--- src/rtl/gol_pkg.sv ---
`default_nettype none
// =============================================================================
// Module   : gol_pkg
// Purpose  : Shared types and helpers for the Game of Life grid engine.
// Revision : 1.0 - initial release
// =============================================================================
package gol_pkg;

    typedef enum logic [1:0] {
        IDLE    = 2'b00,
        PROGRAM = 2'b01,
        RUN     = 2'b10,
        PAUSE   = 2'b11
    } game_state_t;

    typedef enum logic [0:0] {
        SW_IDLE  = 1'b0,
        SW_SWEEP = 1'b1
    } sweep_state_t;

    function automatic void idx_to_xy(input int idx, input int w, output int x, output int y);
        x = idx % w;
        y = idx / w;
    endfunction

endpackage
`default_nettype wire

--- src/rtl/gol_cell_rule.sv ---
`default_nettype none
// =============================================================================
// Module   : gol_cell_rule
// Purpose  : Combinational Life rule: live-neighbour count and next cell value.
// Revision : 1.0 - initial release
// =============================================================================
module gol_cell_rule
    import gol_pkg::*;
(
    input  logic [7:0] nbrs,
    input  logic       centre,
    output logic       next,
    output logic [3:0] count
);

    always_comb begin
        count = '0;
        for (int k = 0; k < 8; k++) begin
            count = count + {3'b000, nbrs[k]};
        end
        next = (count == 4'd3) | (centre & (count == 4'd2));
    end

endmodule
`default_nettype wire

--- src/rtl/gol_grid_engine.sv ---
`default_nettype none
// =============================================================================
// Module   : gol_grid_engine
// Purpose  : Life cell grid with button editing and a one-cell-per-cycle sweep.
//            Define GOL_TORUS_EN to wrap neighbour coordinates (toroidal grid).
// Revision : 1.0 - initial release
// =============================================================================
module gol_grid_engine
    import gol_pkg::*;
#(
    parameter int W     = 8,
    parameter int H     = 8,
    parameter int GEN_W = 16
) (
    input  logic                       clka,
    input  logic                       rst_n,
    input  logic [1:0]                 game_state,
    input  logic                       btn0,
    input  logic                       btn1,
    input  logic                       gen_tick,
    output logic [W*H-1:0]             grid,
    output logic [$clog2(W*H)-1:0]     cursor,
    output logic                       busy,
    output logic                       gen_done,
    output logic                       gen_missed,
    output logic [GEN_W-1:0]           gen_count
);

    localparam int N     = W * H;
    localparam int IDX_W = $clog2(N);

    game_state_t        w_gs;
    sweep_state_t       r_sw;
    logic [N-1:0]       r_grid;
    logic [N-1:0]       r_nxt;
    logic [N-1:0]       w_commit;
    logic [IDX_W-1:0]   r_idx;
    logic [IDX_W-1:0]   r_cursor;
    logic [IDX_W-1:0]   w_scan;
    logic [GEN_W-1:0]   r_gen_count;
    logic               r_busy;
    logic               r_gen_done;
    logic               r_gen_missed;
    logic               r_b0, r_b0_q, r_b1, r_b1_q;
    logic               w_rise0, w_rise1, w_start;
    logic [7:0]         w_nbrs;
    logic               w_next;
    logic [3:0]         w_unused_count;
    int                 w_x, w_y;

    assign w_gs    = game_state_t'(game_state);
    assign w_rise0 = r_b0 & ~r_b0_q;
    assign w_rise1 = r_b1 & ~r_b1_q;
    assign w_start = (r_sw == SW_IDLE) && (w_gs == RUN) && gen_tick;

    // Cell 0 is evaluated on the accepting edge so the commit lands W*H cycles after the tick.
    assign w_scan = (r_sw == SW_IDLE) ? '0 : r_idx;

    always_comb begin
        idx_to_xy(int'(w_scan), W, w_x, w_y);
    end

    for (genvar k = 0; k < 8; k++) begin : g_nbr
        localparam int J  = (k < 4) ? k : k + 1;
        localparam int DX = (J % 3) - 1;
        localparam int DY = (J / 3) - 1;
        int   w_nx, w_ny;
        logic w_bit;
        always_comb begin
`ifdef GOL_TORUS_EN
            w_nx  = (w_x + DX + W) % W;
            w_ny  = (w_y + DY + H) % H;
            w_bit = r_grid[IDX_W'(w_ny * W + w_nx)];
`else
            w_nx  = w_x + DX;
            w_ny  = w_y + DY;
            w_bit = 1'b0;
            if (w_nx >= 0 && w_nx < W && w_ny >= 0 && w_ny < H) begin
                w_bit = r_grid[IDX_W'(w_ny * W + w_nx)];
            end
`endif
        end
        assign w_nbrs[k] = w_bit;
    end

    gol_cell_rule u_rule (
        .nbrs   (w_nbrs),
        .centre (r_grid[w_scan]),
        .next   (w_next),
        .count  (w_unused_count)
    );

    always_comb begin
        w_commit        = r_nxt;
        w_commit[N-1]   = w_next;
    end

    always_ff @(posedge clka or negedge rst_n) begin
        if (!rst_n) begin
            r_sw         <= SW_IDLE;
            r_grid       <= '0;
            r_nxt        <= '0;
            r_idx        <= '0;
            r_cursor     <= '0;
            r_gen_count  <= '0;
            r_busy       <= 1'b0;
            r_gen_done   <= 1'b0;
            r_gen_missed <= 1'b0;
            r_b0         <= 1'b0;
            r_b0_q       <= 1'b0;
            r_b1         <= 1'b0;
            r_b1_q       <= 1'b0;
        end else begin
            r_gen_done   <= 1'b0;
            r_gen_missed <= 1'b0;
            r_b0         <= btn0;
            r_b0_q       <= r_b0;
            r_b1         <= btn1;
            r_b1_q       <= r_b1;
            if (w_gs == IDLE) begin
                r_grid      <= '0;
                r_cursor    <= '0;
                r_gen_count <= '0;
                r_sw        <= SW_IDLE;
                r_idx       <= '0;
                r_busy      <= 1'b0;
            end else begin
                if (w_gs == PROGRAM) begin
                    if (w_rise1) begin
                        r_grid[r_cursor] <= ~r_grid[r_cursor];
                    end
                    if (w_rise0) begin
                        r_cursor <= (r_cursor == IDX_W'(N - 1)) ? '0 : r_cursor + 1'b1;
                    end
                end
                case (r_sw)
                    SW_IDLE: begin
                        if (w_start) begin
                            r_nxt[0] <= w_next;
                            r_idx    <= IDX_W'(1);
                            r_sw     <= SW_SWEEP;
                            r_busy   <= 1'b1;
                        end
                    end
                    SW_SWEEP: begin
                        if ((w_gs == RUN) && gen_tick) begin
                            r_gen_missed <= 1'b1;
                        end
                        // One trailing busy cycle after the commit sets the minimum period.
                        if (r_gen_done) begin
                            r_sw   <= SW_IDLE;
                            r_busy <= 1'b0;
                            r_idx  <= '0;
                        end else begin
                            r_nxt[r_idx] <= w_next;
                            if (r_idx == IDX_W'(N - 1)) begin
                                r_grid      <= w_commit;
                                r_gen_count <= r_gen_count + 1'b1;
                                r_gen_done  <= 1'b1;
                                r_idx       <= '0;
                            end else begin
                                r_idx <= r_idx + 1'b1;
                            end
                        end
                    end
                    default: r_sw <= SW_IDLE;
                endcase
            end
        end
    end

    assign grid       = r_grid;
    assign cursor     = r_cursor;
    assign busy       = r_busy;
    assign gen_done   = r_gen_done;
    assign gen_missed = r_gen_missed;
    assign gen_count  = r_gen_count;

endmodule
`default_nettype wire

--- config.mk ---
export PLATFORM = sky130hd
export DESIGN_NAME = gol_grid_engine
export DESIGN_NICKNAME = d
export VERILOG_FILES = /design/src/rtl/gol_pkg.sv /design/src/rtl/gol_cell_rule.sv /design/src/rtl/gol_grid_engine.sv
export SDC_FILE = /design/constraint.sdc
export NUM_CORES = 1
export LEC_CHECK = 0
export ABC_AREA = 1
export CELL_PAD_IN_SITES_DETAIL_PLACEMENT = 0
export CELL_PAD_IN_SITES_GLOBAL_PLACEMENT = 1
export CORE_MARGIN = 2
export CORE_UTILIZATION = 43
export CTS_CLUSTER_DIAMETER = 80
export DETAILED_ROUTE_END_ITERATION = 12
export PLACE_DENSITY_LB_ADDON = 0.1
export SYNTH_ARGS = -nofsm -noshare
export SYNTH_HDL_FRONTEND = slang
export SYNTH_SLANG_ARGS = --single-unit
--- constraint.sdc ---
create_clock -name clka -period 7 [get_ports clka]
set_input_delay 1.05 -clock clka [delete_from_list [all_inputs] [get_ports clka]]
set_output_delay 1.05 -clock clka [all_outputs]
set_load 0.05 [all_outputs]
==> results.md <==
* CP Launch Type: flop
* Remaining DRCs at 0
* Max Slew Vio Count at 0
* Vias at 12000
* LEAKAGE at 0.00564 µW
* Max-cap violations at 0
* CTS-repair resized insts at 0
* Initial core utilization at 43.8%
* # hold bufs at CTS at 0
* Routed Antenna Nets at 0
* GRT Total Usage at 30.8%
* RR Endpoint: r_nxt[49]$_DFFE_PN0P_
* Seq/Total Area, Yosys at 35.7%
* Initial antenna violation count at 0
* CTS tree: built
* Fin nets at 1765
* Total CTS buffers at 17
* Die Area at 27900 µm²
* Power Density at 204 nW/µm²
* Sink Count at 163
* Reg2reg path depth at 22
* Routability cong. at 0.978
* Synth Instances at 1684
* Synth Net Count at 1718
* EDFF count, synth at 0
* CP required at 7.35 ns
* CP max-delay cell: dfrtp_1
* Pre-CTS setup slack at 0.753 ns
* CP Max Fanout at 63
* Final hold vios at 0
* Setup TNS at 0 ns
* Fin crit period at 6.39 ns
* Maximum clock rate at 156 MHz
* Routed len/inst at 20.9 µm
* Clock skew at 0.0177 ns
* Syn-to-layout area delta at 14.5%
* Port buffer count at 95
* Fin area at 13100 µm²
* Synth Register Bits at 163
* Worst r2r src: r_sw$_DFF_PN0_
* Synthesized area at 11400 µm²
* Number of global-route vias before repair at 10900
* Die W at 167 µm
* PnR worst setup slack at 0.605 ns
* Crit path to: r_nxt[49]$_DFFE_PN0P_
* Postcts setup bufs at 0
* Synth area leader: dfrtp_1
* First-pass GRT wire length at 66.6 mm
* Ys flop type: dfrtp_1
* Element type at the critical path end: flop
* Number of DRC markers in iteration 0 at 1414
* Antenna cells at 0
* Max stage delay on crit path at 0.77 ns
* Synth area leaders: dfrtp_1 36%, nand3_1 12%, nand2_1 12%
* Slew margin rel. at 28.6%
* Final Non-Filler Cells at 2079
* Clock buffer depth at 2
* Endpoints failing setup at 0
* Yosys cell types at 50
* H-Tree Depth at 4
* Synthesis Warnings at 0
* CP startpoint: r_sw$_DFF_PN0_
* Hold Crit Class: reg2reg
* Reg2Reg Setup Slack at 0.61 ns
* Share of the synthesized area in the top cell type at 35.7%
* Placed instance count at 2047
* CTS root buffer: clkbuf_16
* Outcome: completed
* Maximum vdd ir drop at 0.159 mV
* CTS clk-pin slew, worst paths at 0.09 ns
* Critical path type: reg2reg
* Core Footprint at 26100 µm²
* Critical path arrival at 6.74 ns
* Largest net degree at the start of global routing at 93
* Final worst-path cycle share at 91.4%
* Pwr Total at 2670 µW
* Via/cell ratio at 5.78
* Multi-input gate area at 6250 µm²
* DP Wirelength at 31.5 mm
* Die height at 167 µm
* RSZ-0062 raised after global routing: no
* DR pass1 iterations at 6
* Top Ports at 96
* Fillers at 2679
* Clk Latency, worst-skew pair at 0.44 ns
* FP Rows at 59
* WL final at 43.5 mm
* Avg Inst Size Synth at 6.78 µm²
* Share of layout cells above drive strength 1 at 4.70%
* Seq. cell area at 4080 µm²
* GRT Residual Overflow at 0
* CP cell instances: nand2_4 -> inv_2 -> ha_1 -> xor2_4 -> inv_1 -> nand3_1 -> nand3_1 -> nand3_1 -> nand3b_1 -> nand3_1 -> fa_1 -> fa_1 -> inv_1 -> fa_1 -> inv_1 -> fa_1 -> a2111oi_0 -> a21oi_1 -> nor2_1 -> nand2_2 -> buf_4 -> o21ai_1
* Placed inst area at 12500 µm²
* Share of flip-flops with an asynchronous set or reset at 100%
* Worst-Margin Slew at 1.07 ns
## where the power goes
group          leakage, µW  internal (µW)  switching, µW
clock network     0.000296            485            476
registers          0.00226            964           47.6
logic              0.00309            187            506
total              0.00564           1640           1030
## logic make-up after synthesis
group           synth area share (%)
simple gates                    33.1
compound gates                  15.6
buf+inv                         9.65
flops                           35.7
fa+ha+maj                       3.42
mux                             1.40
xor+xnor                        1.08
## cells in the mapped netlist, types with 2 or more instances
master	number
a211oi_1	2
a21o_1	3
a21oi_1	140
a221oi_1	2
a31oi_1	4
and2_0	3
and2_1	3
buf_1	5
buf_2	23
buf_4	22
buf_6	4
clkbuf_1	30
clkinv_1	3
dfrtp_1	163
fa_1	7
ha_1	20
inv_1	157
inv_2	12
mux2i_1	16
nand2_1	371
nand2_2	3
nand2_4	2
nand3_1	283
nand3_2	3
nand3b_1	5
nand4_1	9
nor2_1	161
nor2_4	3
nor3_1	10
nor4_1	2
o211ai_1	2
o21a_1	3
o21ai_0	114
o21ai_1	68
o221ai_1	2
xnor2_1	6
xor2_1	5
## flip-flops by register name, indices dropped and copies added (netlist names), 6 cells and up
name,count
r_idx,6
grid,64
cursor,6
gen_count,16
r_nxt,63
## cells in the final DEF (no fill, tap or decap), types with 20 or more instances in the layout
cell	count
o21ai_1	68
clkdlybuf4s50_1	94
inv_1	156
nand3_1	283
a21oi_1	140
nor2_1	160
ha_1	20
o21ai_0	114
dfrtp_1	163
nand2_1	371
## how the worst min path moves through the flow
stage | from | end | slack (ns) | cells after the start
final | r_b0$_DFF_PN0_ | r_b0_q$_DFF_PN0_ | 0.38 | 0
after global routing | r_b0$_DFF_PN0_ | r_b0_q$_DFF_PN0_ | 0.41 | 0
after CTS | r_b0$_DFF_PN0_ | r_b0_q$_DFF_PN0_ | 0.38 | 0
after detailed placement | r_b0$_DFF_PN0_ | r_b0_q$_DFF_PN0_ | 0.36 | 0
after global placement | r_b0$_DFF_PN0_ | r_b0_q$_DFF_PN0_ | 0.36 | 0
after floorplan | r_b1$_DFF_PN0_ | r_b1_q$_DFF_PN0_ | 0.35 | 0
## metal layers
layer	wire length [µm]	GRT usage, %	vias up	part of all wire, %
met5	0	0	-	0
met4	1420	11.2	0	3.3
met3	3260	3.83	72	7.5
met2	19000	46.1	593	44
met1	19900	45.7	5646	46
li1	-	-	5696	-
## worst max-delay path, delay by kind of cell, from the launching register on
kind | cells | cell delay (ns)
AO/OA/AOI/OAI | 3 | 0.67
XOR/XNOR | 1 | 0.36
adder cells (fa/ha/maj) | 5 | 1.89
buffers and inverters | 5 | 1.32
flip-flops | 1 | 0.77
AND/OR/NAND/NOR | 8 | 1.24
## area by class of cell
class                      count  share of cell area [%]
inverter                     172                    4.94
tap                          335                    3.20
sequential                   163                    31.2
timing repair buffer         112                    8.26
clock inverter                15                    1.42
multi-input combinational   1265                    47.8
clock buffer                  17                    3.25
## metrics by stage
| step | hold slack, ns | utilization (%) |
|---|---|---|
| floorplan | 0.354 | - |
| global placement | 0.360 | 47.9 |
| detailed placement | 0.364 | 47.9 |
| CTS | 0.384 | 50.2 |
| global route | 0.407 | 50.2 |
| finish | 0.382 | 50.2 |
(Power assumes the default switching activity.)
